--- src/rtl/lif_pkg.sv ---
// Shared types and the single-neuron LIF update function for the time-multiplexed
// scheduler.
package lif_pkg;

    typedef enum logic [1:0] {
        ST_IDLE = 2'd0,
        ST_RUN  = 2'd1,
        ST_DONE = 2'd2
    } state_t;

    typedef logic [15:0] pot_t;
    typedef logic [3:0]  ref_t;

    localparam pot_t POT_MAX = 16'hFFFF;

    typedef struct packed {
        pot_t pot_next;
        ref_t ref_next;
        logic spike;
    } lif_res_t;

    function automatic lif_res_t lif_step(
        input pot_t       pot,
        input ref_t       ref_cnt,
        input logic       in_bit,
        input pot_t       weight,
        input pot_t       threshold,
        input logic [3:0] leak_shift,
        input ref_t       refrac
    );
        lif_res_t    res;
        logic [16:0] sum;
        pot_t        sat;
        res = '0;
        // The leak never exceeds pot, so the 17-bit sum cannot underflow.
        sum = {1'b0, pot} - {1'b0, pot >> leak_shift} + (in_bit ? {1'b0, weight} : 17'd0);
        sat = sum[16] ? POT_MAX : sum[15:0];
        if (ref_cnt != '0) begin
            res.ref_next = ref_cnt - 4'd1;
        end else if (sat >= threshold) begin
            res.spike    = 1'b1;
            res.ref_next = refrac;
        end else begin
            res.pot_next = sat;
        end
        return res;
    endfunction

endpackage

--- src/rtl/lif_update_core.sv ---
// Combinational single-neuron LIF update shared by all neurons of the scheduler.
module lif_update_core
    import lif_pkg::*;
#(
    parameter logic [15:0] WEIGHT       = 16'h0400,
    parameter logic [15:0] THRESHOLD    = 16'h1000,
    parameter int          LEAK_SHIFT   = 3,
    parameter int          REFRAC_STEPS = 2
) (
    input  logic [15:0] pot,
    input  logic [3:0]  ref_cnt,
    input  logic        in_bit,
    output logic [15:0] pot_next,
    output logic [3:0]  ref_next,
    output logic        spike
);
    lif_res_t res;

    always_comb begin
        res      = lif_step(pot, ref_cnt, in_bit, WEIGHT, THRESHOLD,
                            4'(LEAK_SHIFT), 4'(REFRAC_STEPS));
        pot_next = res.pot_next;
        ref_next = res.ref_next;
        spike    = res.spike;
    end

endmodule

--- src/rtl/lif_tdm_scheduler.sv ---
// One shared LIF engine stepping through N_NEURONS stored neuron states, one per clock.
// state | meaning
// IDLE  | waiting for step_start; applies clr_pots immediately
// RUN   | updating neuron idx each edge
// DONE  | one-cycle step_done; applies any pending clear on exit
module lif_tdm_scheduler
    import lif_pkg::*;
#(
    parameter int          N_NEURONS    = 8,
    parameter logic [15:0] WEIGHT       = 16'h0400,
    parameter logic [15:0] THRESHOLD    = 16'h1000,
    parameter int          LEAK_SHIFT   = 3,
    parameter int          REFRAC_STEPS = 2
) (
    input  logic                           clk,
    input  logic                           rst,
    input  logic                           step_start,
    input  logic [N_NEURONS-1:0]           in_bits,
    input  logic                           clr_pots,
    output logic                           busy,
    output logic                           step_done,
    output logic [N_NEURONS-1:0]           spike_vec,
    output logic [$clog2(N_NEURONS+1)-1:0] spike_count,
    output logic                           overrun,
    input  logic [$clog2(N_NEURONS)-1:0]   rd_idx,
    output logic [15:0]                    rd_pot
);
    localparam int IDX_W = $clog2(N_NEURONS);
    localparam int CNT_W = $clog2(N_NEURONS + 1);
    localparam logic [IDX_W-1:0] LAST_IDX = IDX_W'(N_NEURONS - 1);

    state_t               state;
    pot_t                 pots [N_NEURONS];
    ref_t                 refs [N_NEURONS];
    logic [N_NEURONS-1:0] shadow;
    logic [N_NEURONS-1:0] work;
    logic [N_NEURONS-1:0] work_next;
    logic [CNT_W-1:0]     count_next;
    logic [IDX_W-1:0]     idx;
    logic                 clr_pend;
    pot_t                 core_pot;
    ref_t                 core_ref;
    logic                 core_spike;

    lif_update_core #(
        .WEIGHT       (WEIGHT),
        .THRESHOLD    (THRESHOLD),
        .LEAK_SHIFT   (LEAK_SHIFT),
        .REFRAC_STEPS (REFRAC_STEPS)
    ) u_core (
        .pot      (pots[idx]),
        .ref_cnt  (refs[idx]),
        .in_bit   (shadow[idx]),
        .pot_next (core_pot),
        .ref_next (core_ref),
        .spike    (core_spike)
    );

    // spike_vec must include the last neuron's result on the same edge that enters DONE.
    always_comb begin
        work_next      = work;
        work_next[idx] = core_spike;
        count_next     = '0;
        for (int i = 0; i < N_NEURONS; i++) begin
            count_next = count_next + CNT_W'(work_next[i]);
        end
    end

    assign busy      = (state != ST_IDLE);
    assign step_done = (state == ST_DONE);
    assign rd_pot    = pots[rd_idx];

    always_ff @(posedge clk or posedge rst) begin
        if (rst) begin
            state       <= ST_IDLE;
            shadow      <= '0;
            work        <= '0;
            idx         <= '0;
            clr_pend    <= 1'b0;
            spike_vec   <= '0;
            spike_count <= '0;
            overrun     <= 1'b0;
            for (int i = 0; i < N_NEURONS; i++) begin
                pots[i] <= '0;
                refs[i] <= '0;
            end
        end else begin
            if (step_start && state != ST_IDLE) begin
                overrun <= 1'b1;
            end
            case (state)
                ST_IDLE: begin
                    if (clr_pots || clr_pend) begin
                        clr_pend <= 1'b0;
                        for (int i = 0; i < N_NEURONS; i++) begin
                            pots[i] <= '0;
                            refs[i] <= '0;
                        end
                    end else if (step_start) begin
                        shadow <= in_bits;
                        work   <= '0;
                        idx    <= '0;
                        state  <= ST_RUN;
                    end
                end
                ST_RUN: begin
                    pots[idx] <= core_pot;
                    refs[idx] <= core_ref;
                    work      <= work_next;
                    if (clr_pots) begin
                        clr_pend <= 1'b1;
                    end
                    if (idx == LAST_IDX) begin
                        spike_vec   <= work_next;
                        spike_count <= count_next;
                        state       <= ST_DONE;
                    end else begin
                        idx <= idx + 1'b1;
                    end
                end
                ST_DONE: begin
                    state    <= ST_IDLE;
                    clr_pend <= 1'b0;
                    if (clr_pots || clr_pend) begin
                        for (int i = 0; i < N_NEURONS; i++) begin
                            pots[i] <= '0;
                            refs[i] <= '0;
                        end
                    end
                end
                default: state <= ST_IDLE;
            endcase
        end
    end

endmodule

--- config.mk ---
export PLATFORM = sky130hd
export DESIGN_NAME = lif_tdm_scheduler
export DESIGN_NICKNAME = d
export VERILOG_FILES = /design/src/rtl/lif_pkg.sv /design/src/rtl/lif_update_core.sv /design/src/rtl/lif_tdm_scheduler.sv
export SDC_FILE = /design/constraint.sdc
export NUM_CORES = 1
export LEC_CHECK = 0
export CAP_MARGIN = 30
export CORE_MARGIN = 1
export CORE_UTILIZATION = 50
export DETAILED_ROUTE_END_ITERATION = 7
export PLACE_DENSITY = 0.68
export REMOVE_ABC_BUFFERS = 1
export SKIP_LAST_GASP = 1
export SLEW_MARGIN = 25
export SYNTH_ARGS = -nofsm -noshare
export SYNTH_HDL_FRONTEND = slang
export SYNTH_SLANG_ARGS = --single-unit
--- constraint.sdc ---
create_clock -name clk -period 13.5 [get_ports clk]
set_clock_uncertainty 0.2 [all_clocks]
set_input_delay 3.375 -clock clk [delete_from_list [all_inputs] [get_ports clk]]
set_output_delay 3.375 -clock clk [all_outputs]
set_load 0.005 [all_outputs]
Word level (Yosys, flattened, before mapping):

Index checks and enable logic that the tools add are counted.

* bits in registers: 195
* input port bits: 15
* output and inout port bits: 31
* word-level logic and storage cells: 117

* add/subtract/negate cells: 11
* magnitude comparators: 6
* equal/unequal tests: 10
* mux-type cells: 45
* bitwise gates (word level): 3
* reduce and logical (&&, ||, !) cells: 18

Operators by type and width (number)
* $pmux W128 S2: 1
* $bwmux W128: 1
* $mux W128: 1
* $mux W16: 8
* $bmux W16 S3: 2
* $pmux W32 S2: 1
* $demux W16 S3: 1
* $bwmux W32: 1
* $mux W32: 1
* $add A17 B17 Y17: 1
* $sub A16 B13 Y17: 1
* $add A4 B1 Y4: 4
* $ge A16 B13 Y1 const B: 1
* $mux W4: 4
* $mux W8: 2
* $pmux W8 S2: 1
* $bmux W4 S3: 1
* $demux W4 S3: 1
* $mux W3: 4
* $ne A2 B2 Y1 const B: 6
* $reduce_and A3 Y1: 4
* $mux W11: 1
* $bwmux W8: 1
* $ge A4 B4 Y1 const B: 2
* 30 further kinds: 42

Depth between registers and ports, before layout:

* depth after elaboration: 18
* gate-level depth with buffers: 31
* depth with buffers taken out: 25

Modules after synthesis:

From an unflattened synthesis, not the netlist that was laid out.

* cell total of the unflattened synthesis: 929
* area, all modules: 11162.0 um2

By module, submodules not included
* lif_tdm_scheduler: times used 1, cells an instance 761, area each 9889.5 um2, sequential area each 4879.7 um2
* lif_update_core: times used 1, cells an instance 168, area each 1272.5 um2, sequential area each 0.0 um2

Least setup slack after synthesis:

Ideal clock, no wire load.

* kind: input port to output port
* start point: input port rd_idx[0]
* end point: output port rd_pot[0]
* arrival time: 4.961 ns
* required time: 9.925 ns
* path slack: 4.964 ns
* stages on the path: 4
* buffers on the path: 2
* path through: clkbuf_1 -> buf_1 -> mux4_2 -> mux2_2

* longest elaborated chain between the ends: 4

RTL lines
* from (decl): RTL line lif_tdm_scheduler.sv:25 `input logic [$clog2(N_NEURONS)-1:0] rd_idx,`
* $not A3 Y4 (implied by the code): RTL line lif_tdm_scheduler.sv:71 `assign rd_pot = pots[rd_idx];`
* $bmux W16 S3: RTL line lif_tdm_scheduler.sv:71
* $mux W16 (implied by the code) (2 in series): RTL line lif_tdm_scheduler.sv:71
* to (decl): RTL line lif_tdm_scheduler.sv:26 `output logic [15:0] rd_pot`

No other way between the ends. The select of a mux whose other input is x is not followed.

Final worst setup path:

* start point: input port rd_idx[1]
* end point: output port rd_pot[5]

The elaborated chain is that of the path after synthesis.

==> reports/results.ini <==
[run_status]
outcome=finished, final reports clean

[grt]
grt_pass1_wl_um=51910
grt_overflow=0
track_usage_pct=30.61
grt_pass1_vias=8974
grt_max_degree=132
grt_antenna_before_repair=0

[final_layout]
fin_util_pct=56.33
area_growth_pct=10.73
fillers=1889
num_antenna_cells=0
drive_gt1_share_pct=15.51
fin_nets=1069
final_cell_area_sq_um=12290

[synthesis]
yosysSeqAreaShare_pct=43.95
ys.flop_type=dfrtp_1
ys_warn_count=0
syn_area_sq_um=11100
synth_cell_types=58
synth-seq-cells=195
postSynthAreaPerCell_sq_um=10.94
synth-async-reset-ratio_pct=100.0
netlist_instances=1015
synth_edf_count=0

[sta]
timing.final.ws_setup_ns=4.445
rsz0062_at_grt=no
maxSlewViolCount=0
fin_setup_tns_ns=0
finalHoldViolations=0
finalCriticalPeriod_ns=9.055
worstMarginPinSlew_ns=0.9593
slew_headroom_pct=35.89
finalSetupViolations=0
fmax_ghz=0.1104
min_period_over_period_pct=67.07

[power_and_ir_drop]
peakVddDrop_mv=0.1044
p_per_area_nw_per_um2=177.6
p_leak_nw=5.455
finalPower_mw=2.183

[drt]
wirelength_um=33060
via_per_inst=7.026
drc=0
drtIter0Drc=1008
drt_first_pass_iters=7
wire_per_inst_um=25.33
drtAntennaViolNets=0
via_count=9169

[die]
ios=46
core_area_sq_um=21820
initial_core_util_pct=50.87
die_h_um=151.0
rows=54
die_area_sq_um=22800
die_x_um=151.0

[setup_path]
reg2reg_slack_ns=4.79
cp_max_fo=32
cp_num_cells=5
critPathTopFamily=buffers and inverters
required_ns=9.93
crit_top_cell=clkdlybuf4s50_1
endpoint_kind=primary output
worstPathCellList=clkdlybuf4s50_1 > buf_4 > mux4_2 > mux2_2 > clkdlybuf4s50_1
reg2reg_depth=24
cp.buffers_inverters=3
path_class=input port to primary output
cpPeakStageDelay_ns=0.47
start_kind=input port
worstPathArrival_ns=5.48
worst_path_max_delay_cell=clkdlybuf4s50_1

[clocking]
clock-root-buffer=clkbuf_16
cts_buffer_depth=2
h-tree-depth=4
hold_buffers=0
clkLatencyLatePin_ns=0.44
cts_buffers=17
cts_sinks=195
cts.repair.resized=0
cts_tree=done
clkTransAtPathRegs_ns=0.07
post_cts.repair.setup_buffers=0

[placed_design]
pre_cts_ws_ns=4.491
placed_area_sq_um=11660
post-dp-hpwl_um=19650
globalplace.congestion=0.8957
io_buffers=45

[worst_hold_path]
hold_class=register to register
hold_path_depth=1

[flow_run]
cap_violations=0

metrics by stage:
| step | instances | hold WS [ns] |
|---|---|---|
| 2_1_floorplan | 928 | 0.2492 |
| 3_3_place_gp | 1272 | 0.2525 |
| 3_5_place_dp | 1272 | 0.2541 |
| 4_1_cts | 1303 | 0.2757 |
| 5_1_grt | 1305 | 0.2871 |
| 6_report | 1305 | 0.2674 |
path summary, 6_finish.rpt:
kind / start / end
worst max-delay path: rd_idx[1] / rd_pot[5]
worst min-delay path: overrun$_DFFE_PP0P_ / overrun$_DFFE_PP0P_
worst max register to register: idx[0]$_DFFE_PP0P_ / spike_count[2]$_DFFE_PP0P_
worst min register to register: overrun$_DFFE_PP0P_ / overrun$_DFFE_PP0P_
max in group asynchronous: rst / refs[8]$_DFFE_PP0P_
min in group asynchronous: rst / pots[0]$_DFFE_PP0P_
per-layer routing:
metal	wire [um]	vias to the layer above	track usage, %	part of all wire [%]
met1	13440	4649	41.13	41
met3	2907	95	6.355	8.8
met4	1164	0	12.80	3.5
met5	0	-	0	0
met2	15550	495	48.21	47
li1	-	3930	-	-
cell families after synthesis:
group	count (synthesis)	synth area share, %
AO/OA/AOI/OAI	308	22.19
flip-flops	195	43.95
multiplexers	68	10.47
adder cells (fa/ha/maj)	41	5.027
buffers and inverters	121	4.914
AND/OR/NAND/NOR	270	12.50
XOR/XNOR	12	0.9467
power by group:
group | switching (mW) | internal (mW)
Sequential | 0.0313 | 0.610
Combinational | 0.781 | 0.238
Clock | 0.241 | 0.281
Total | 1.05 | 1.13
cells in the mapped netlist, drive strengths merged, types with 5 or more instances:
cell,instances,area (sq um)
nor2b,5,38.78
nor2,37,153.9
a21oi,33,176.4
mux2,25,281.5
mux4,36,810.8
o31ai,5,37.54
o41ai,57,641.9
nor3,6,30.03
inv,34,127.6
a22oi,69,518.0
fa,6,120.1
ha,35,437.9
xnor2,6,52.55
and4,12,105.1
nand2,87,326.6
a31o,5,43.79
dfrtp,195,4880
nand2b,5,31.28
o21ai,59,295.3
nand4,8,50.05
and3,49,306.5
buf,31,207.7
a32o,49,490.5
nand3,42,210.2
and2,10,65.06
clkbuf,56,210.2
mux2i,7,70.07
xor2,6,52.55
sequential cells by signal, summed over array words and instances, names as in the netlist:
signal	flops
work	8
pots	128
idx	3
spike_count	4
overrun	1
shadow	8
spike_vec	8
refs	32
clr_pend	1
state	2
cells in the final DEF, fill, tap and decap left out, types with 6 or more instances in the layout:
master,instances
nor2_1,31
xor2_1,6
and2_1,9
nand4_1,8
a21oi_1,30
xnor2_1,6
nor2_2,6
nand3_1,41
and4_1,12
dfrtp_1,195
and3_1,48
nand2_1,87
a32o_1,49
buf_4,19
a22oi_1,69
mux2_2,25
o21ai_0,57
o41ai_1,38
mux4_2,36
mux2i_1,7
clkdlybuf4s50_1,44
fa_1,6
o41ai_2,19
ha_1,35
inv_1,33
clkbuf_16,17
layout make-up:
type                    count  area (sq um)  area share, %
multi-input cells         699          5712          46.46
flip-flops and latches    195          4880          39.69
repair buffers             66         626.9          5.099
clock buffers              18         439.2          3.573
well taps                 280         350.3          2.850
clock inverters            13         150.1          1.221
inverters                  34         135.1          1.099
Note: power is estimated with default switching activity, not from simulation.
